===== src/rtl/pb_event_decoder.sv =====
`default_nettype none
// ============================================================================
//  Module      : pb_event_decoder
//  Description : Turns a debounced pushbutton level into single-cycle user
//                events: press, release, single click, double click,
//                long press and auto-repeat, plus a "held" level.
//  Revision    : 1.0 - initial release
// ----------------------------------------------------------------------------
//  Ports
//    clk           in   system clock, all logic on posedge
//    rst_n         in   synchronous active-low reset
//    pb_debounced  in   debounced button level, 1 = pressed
//    press_pulse   out  one-cycle pulse on detected press
//    release_pulse out  one-cycle pulse on detected release
//    single_click  out  one-cycle pulse, short press with no second press
//    double_click  out  one-cycle pulse, second press inside the window
//    long_press    out  one-cycle pulse after LONG_CYCLES held
//    repeat_pulse  out  one-cycle pulse every REPEAT_CYCLES after long_press
//    held          out  level, high while in any pressed state
// ============================================================================
module pb_event_decoder #(
    parameter int LONG_CYCLES   = 200,
    parameter int REPEAT_CYCLES = 50,
    parameter int DCLICK_CYCLES = 60,
    parameter int CNT_W         = 16
) (
    input  logic clk,
    input  logic rst_n,
    input  logic pb_debounced,
    output logic press_pulse,
    output logic release_pulse,
    output logic single_click,
    output logic double_click,
    output logic long_press,
    output logic repeat_pulse,
    output logic held
);

    typedef enum logic [2:0] {
        ST_IDLE         = 3'd0,
        ST_PRESSED      = 3'd1,
        ST_LONG_HELD    = 3'd2,
        ST_WAIT_SECOND  = 3'd3,
        ST_SECOND_PRESS = 3'd4
    } state_t;

    // The counter is cleared on the edge that enters a timed state, so at
    // edge entry+k it still holds k-1; a threshold of N therefore fires when
    // the counter reads N-1.
    localparam logic [CNT_W-1:0] c_long_last   = CNT_W'(LONG_CYCLES - 1);
    localparam logic [CNT_W-1:0] c_repeat_last = CNT_W'(REPEAT_CYCLES - 1);
    localparam logic [CNT_W-1:0] c_dclick_last = CNT_W'(DCLICK_CYCLES - 1);
    localparam logic [CNT_W-1:0] c_one         = CNT_W'(1);

    state_t           state_q, state_d;
    logic [CNT_W-1:0] cnt_q, cnt_d;
    logic             pb_d_q;
    logic             press_q,  press_d;
    logic             release_q, release_d;
    logic             single_q, single_d;
    logic             double_q, double_d;
    logic             long_q,   long_d;
    logic             repeat_q, repeat_d;
    logic             held_q,   held_d;

    logic             w_rise;
    logic             w_fall;

    assign w_rise = pb_debounced & ~pb_d_q;
    assign w_fall = ~pb_debounced & pb_d_q;

    always_comb begin
        state_d   = state_q;
        cnt_d     = cnt_q;
        press_d   = 1'b0;
        release_d = 1'b0;
        single_d  = 1'b0;
        double_d  = 1'b0;
        long_d    = 1'b0;
        repeat_d  = 1'b0;

        // In every timed state the counter is cleared as soon as it hits its
        // threshold, so the increment branch never runs past it and cannot wrap.
        case (state_q)
            ST_IDLE: begin
                if (w_rise) begin
                    press_d = 1'b1;
                    cnt_d   = '0;
                    state_d = ST_PRESSED;
                end
            end
            ST_PRESSED: begin
                // Release is checked first so it beats a coincident long press.
                if (w_fall) begin
                    release_d = 1'b1;
                    cnt_d     = '0;
                    state_d   = ST_WAIT_SECOND;
                end else if (cnt_q == c_long_last) begin
                    long_d  = 1'b1;
                    cnt_d   = '0;
                    state_d = ST_LONG_HELD;
                end else begin
                    cnt_d = cnt_q + c_one;
                end
            end
            ST_LONG_HELD: begin
                if (w_fall) begin
                    release_d = 1'b1;
                    cnt_d     = '0;
                    state_d   = ST_IDLE;
                end else if (cnt_q == c_repeat_last) begin
                    repeat_d = 1'b1;
                    cnt_d    = '0;
                end else begin
                    cnt_d = cnt_q + c_one;
                end
            end
            ST_WAIT_SECOND: begin
                // A press on the closing edge of the window still counts.
                if (w_rise) begin
                    press_d  = 1'b1;
                    double_d = 1'b1;
                    cnt_d    = '0;
                    state_d  = ST_SECOND_PRESS;
                end else if (cnt_q == c_dclick_last) begin
                    single_d = 1'b1;
                    cnt_d    = '0;
                    state_d  = ST_IDLE;
                end else begin
                    cnt_d = cnt_q + c_one;
                end
            end
            ST_SECOND_PRESS: begin
                if (w_fall) begin
                    release_d = 1'b1;
                    cnt_d     = '0;
                    state_d   = ST_IDLE;
                end
            end
            default: begin
                cnt_d   = '0;
                state_d = ST_IDLE;
            end
        endcase

        held_d = (state_d == ST_PRESSED) || (state_d == ST_LONG_HELD) ||
                 (state_d == ST_SECOND_PRESS);
    end

    always_ff @(posedge clk) begin
        if (!rst_n) begin
            state_q   <= ST_IDLE;
            cnt_q     <= '0;
            pb_d_q    <= 1'b0;
            press_q   <= 1'b0;
            release_q <= 1'b0;
            single_q  <= 1'b0;
            double_q  <= 1'b0;
            long_q    <= 1'b0;
            repeat_q  <= 1'b0;
            held_q    <= 1'b0;
        end else begin
            state_q   <= state_d;
            cnt_q     <= cnt_d;
            pb_d_q    <= pb_debounced;
            press_q   <= press_d;
            release_q <= release_d;
            single_q  <= single_d;
            double_q  <= double_d;
            long_q    <= long_d;
            repeat_q  <= repeat_d;
            held_q    <= held_d;
        end
    end

    assign press_pulse   = press_q;
    assign release_pulse = release_q;
    assign single_click  = single_q;
    assign double_click  = double_q;
    assign long_press    = long_q;
    assign repeat_pulse  = repeat_q;
    assign held          = held_q;

endmodule
`default_nettype wire


===== config.mk =====
export PLATFORM = sky130hd
export DESIGN_NAME = pb_event_decoder
export DESIGN_NICKNAME = d
export VERILOG_FILES = /design/src/rtl/pb_event_decoder.sv
export SDC_FILE = /design/constraint.sdc
export NUM_CORES = 1
export LEC_CHECK = 0
export CAP_MARGIN = 20
export CORE_MARGIN = 2
export CORE_UTILIZATION = 57
export CTS_CLUSTER_DIAMETER = 100
export DETAILED_ROUTE_END_ITERATION = 7
export HOLD_SLACK_MARGIN = 0.03
export PLACE_DENSITY = 0.88
export SYNTH_ARGS = -nofsm -noshare
export SYNTH_HDL_FRONTEND = slang
export SYNTH_SLANG_ARGS = --single-unit

===== constraint.sdc =====
create_clock -name clk -period 2.3 [get_ports clk]
set_input_delay 0.46 -clock clk [delete_from_list [all_inputs] [get_ports clk]]
set_output_delay 0.46 -clock clk [all_outputs]
set_load 0.1 [all_outputs]

==> results_tabular.tex <==
\begin{tabular}{lr}
\hline
Metric & Value \\
\hline
\multicolumn{2}{l}{\textbf{Synthesis}} \\
Flip-flop and latch count after synthesis & 27 \\
Netlist area before placement & 1380 sq um \\
Count of flip-flops with a built-in enable after synthesis & 0 \\
Main flop type after synthesis & sky130\_fd\_sc\_hd\_\_dfxtp\_1 \\
Synthesized instance count & 150 \\
Distinct cell type count of the synthesized netlist & 44 \\
Async set-or-reset flop fraction in the synthesized netlist & 0\% \\
Average cell area after synthesis & 9.17 sq um \\
Net count of the mapped netlist & 155 \\
Fraction of the yosys area taken by sequential cells & 39.3\% \\
Count of warnings emitted by yosys & 0 \\
\multicolumn{2}{l}{\textbf{Critical path}} \\
Worst Path Required & 2.54 ns \\
Data arrival at the endpoint of the critical path & 2.31 ns \\
Critical path start-end classification & in -> reg \\
Highest net fanout along the worst path & 16 \\
Nature of the critical path startpoint & input pin \\
Worst Setup End Kind & flip-flop \\
\multicolumn{2}{l}{\textbf{Power}} \\
Power density relative to cell area & 526 nW/um\^{}2 \\
Sequential power share & 59.7\% \\
Share of total power consumed by net switching & 27.7\% \\
Total net switching power & 0.228 mW \\
Clk pwr share & 24.7\% \\
Leakage dissipation & 0.542 nW \\
Worst voltage drop across the vdd grid & 0.000373 V \\
Combinational share of power & 15.6\% \\
Internal Dissipation & 0.594 mW \\
Overall power & 0.822 mW \\
\multicolumn{2}{l}{\textbf{Layout}} \\
Number of fillers in the final layout & 191 \\
Post-synthesis to final-layout area growth & 13.6\% \\
Flip-flop and latch area & 541 sq um \\
Final Non-Filler Cells & 195 \\
Proportion of layout cells with a drive suffix above 1 & 18.6\% \\
Cell area after layout & 1560 sq um \\
Most common library cell in the layout ignoring fill and taps & sky130\_fd\_sc\_hd\_\_dfxtp\_1 \\
Final layout net count & 173 \\
Top library cells by usage in the layout, fill and taps aside & sky130\_fd\_sc\_hd\_\_dfxtp\_1, sky130\_fd\_sc\_hd\_\_nor2\_1, sky130\_fd\_sc\_hd\_\_buf\_4 \\
Area used by multi-input combinational logic & 788 sq um \\
Number of diodes & 0 \\
\multicolumn{2}{l}{\textbf{Drt}} \\
Drc violations & 0 \\
Count of TritonRoute iterations in the first routing pass & 5 \\
Number of design-rule violations left by the first detailed-router iteration & 18 \\
Via density per instance & 5.74 \\
Number of nets with antenna violations after routing & 0 \\
Total Routed Length & 2.69 mm \\
Vias after detailed routing & 1120 \\
Average wire per standard cell & 13.8 microns \\
\multicolumn{2}{l}{\textbf{Floorplanning}} \\
Initial Utilization & 61.0\% \\
Area enclosed by the die boundary & 2820 sq um \\
I/O pin cnt & 10 \\
DIE WIDTH & 53.1 microns \\
Cell Rows & 17 \\
Die Y & 53.1 microns \\
Core Region & 2250 sq um \\
\multicolumn{2}{l}{\textbf{Clock tree}} \\
Clk\_lat worst skew & 0.31 ns \\
Clk Tree Root Cell & sky130\_fd\_sc\_hd\_\_clkbuf\_4 \\
Clock Sink Count & 27 \\
Clock transition at the register clock pins on the worst setup and hold paths after CTS & 0.14 ns \\
Total clock buffers created by CTS & 3 \\
Resize count post-CTS & 0 \\
CTS tree & done \\
Deepest level of the CTS H-tree & 1 \\
Clock Tree Buf Depth & 2 \\
\multicolumn{2}{l}{\textbf{STA}} \\
Relative slew margins & 70.6\% \\
Transition at the pin with the smallest max-transition slack & 0.437 ns \\
Top achievable clock speed & 484 MHz \\
Unrepaired setup endpoints after global routing & false \\
Post-Route Skew & 0.00363 ns \\
Setup tns final & 0 ns \\
Count of final hold-check violations & 0 \\
\# setup viols final & 0 \\
Slew Viols, Final & 0 \\
Setup ws final & 0.233 ns \\
Minimum period implied by the final worst setup slack & 2.07 ns \\
Period Utilization, post-route & 89.9\% \\
\multicolumn{2}{l}{\textbf{Global routing}} \\
Antenna violations before repair & 0 \\
Residual overflow from global routing & 0 \\
Total routing resource utilization after global routing & 22.1\% \\
Pin count of the biggest net entering global routing & 17 \\
Wire length of the first global-routing pass & 4.63 mm \\
Vias in the first global route & 1041 \\
\multicolumn{2}{l}{\textbf{Placed design}} \\
Gpl congestion & 0.777 \\
Number of port buffers & 9 \\
Post-DP HPWL & 2.03 mm \\
Count of placed standard cells including taps & 190 \\
Pre-CTS setup slack & -0.0936 ns \\
Placed Instance Area & 1520 sq um \\
\multicolumn{2}{l}{\textbf{Outcome}} \\
Run status & complete, no violations \\
\multicolumn{2}{l}{\textbf{Min path}} \\
Classification of the worst-slack hold path & reg -> reg \\
\multicolumn{2}{l}{\textbf{Flow run}} \\
Count of max-cap constraint violations & 0 \\
\hline
\end{tabular}
## synth_stat cells, drive strengths merged, types with 3 or more instances
cell type,count,area (sq um)
clkbuf,3,11.3
nand4,3,18.8
and3,3,18.8
o21ai,4,31.3
or4b,3,30.0
xnor2,10,87.6
inv,5,18.8
nor2,22,85.1
nor3,5,25.0
a211oi,3,22.5
nand2,7,26.3
dfxtp,27,541
and2,3,18.8
nand3,6,30.0
xor2,5,43.8
nor3b,5,37.5
nand2b,3,18.8
nor4,4,70.1
## metal layers
layer | track usage (%) | vias up | routed length (microns) | part of all wire, %
li1 | - | 562 | - | -
met1 | 26.0 | 543 | 1180 | 44
met2 | 41.9 | 13 | 1420 | 53
met3 | 2.54 | 2 | 83 | 3.1
met4 | 5.13 | 0 | 14 | 0.52
met5 | 0 | - | 0 | 0
## flip-flops by register name, indices dropped and copies added (netlist names)
name	cells
long_press	1
pb_d_q	1
cnt_q	16
press_pulse	1
release_pulse	1
state_q	3
double_click	1
single_click	1
repeat_pulse	1
held	1
## per-stage QoR
| stage | util [%] | hold WS [ns] |
|---|---|---|
| after floorplan | - | 0.485 |
| after global placement | 67.2 | 0.504 |
| after detailed placement | 67.2 | 0.527 |
| after CTS | 68.4 | 0.547 |
| after global routing | 69.3 | 0.585 |
| final | 69.3 | 0.537 |
## logic make-up (layout without fill, tap and decap cells)
| logic type | Yosys count | count (layout) | synth area share, % |
|---|---|---|---|
| and+or+nand+nor | 77 | 77 | 35.3 |
| DFF | 27 | 27 | 39.3 |
| AOI/OAI and AO/OA | 19 | 19 | 10.6 |
| xor gates and xnor gates | 15 | 15 | 9.55 |
| buffers and inverters | 10 | 27 | 3.37 |
| adders and majority gates | 2 | 2 | 1.82 |
## final timing paths
path	slack [ns]	cells after the start	to	from
max	0.23	8	cnt_q[1]$_SDFFE_PN0P_	pb_debounced
min	0.54	2	cnt_q[1]$_SDFFE_PN0P_	cnt_q[1]$_SDFFE_PN0P_
max reg2reg	0.25	6	cnt_q[1]$_SDFFE_PN0P_	cnt_q[12]$_SDFFE_PN0P_
min reg2reg	0.54	2	cnt_q[1]$_SDFFE_PN0P_	cnt_q[1]$_SDFFE_PN0P_
## power by group through the flow
stage	Combinational, mW	Clock, mW	Sequential, mW
6_report	0.128	0.203	0.490
3_3_place_gp	0.114	0	0.499
5_1_grt	0.138	0.228	0.493
3_5_place_dp	0.118	0	0.501
2_1_floorplan	0.0659	0	0.523
4_1_cts	0.119	0.208	0.490
## area by class of cell
| cell class | instances | share of cell area, % |
|---|---|---|
| Timing Repair Buffer | 18 | 9.77 |
| Multi-Input combinational cell | 113 | 50.4 |
| Inverter | 5 | 1.20 |
| Sequential cell | 27 | 34.6 |
| Clock inverter | 1 | 0.320 |
| Tap cell | 28 | 2.24 |
| Clock buffer | 3 | 1.44 |
## critical path: stages
cell	delay, ns
sky130_fd_sc_hd__clkdlybuf4s50_1	0.51
sky130_fd_sc_hd__nor3b_1	0.19
sky130_fd_sc_hd__buf_4	0.16
sky130_fd_sc_hd__or3_1	0.38
sky130_fd_sc_hd__o31ai_1	0.14
sky130_fd_sc_hd__o21ai_4	0.12
sky130_fd_sc_hd__buf_12	0.16
sky130_fd_sc_hd__a211oi_1	0.19
## timing repair
| action | CTS | global route |
|---|---|---|
| endpoints found under the setup margin | 0 | 16 |
| setup buffers | 0 | 1 |
| hold buffers | 0 | 0 |
Note: power is estimated with default switching activity, not from simulation.
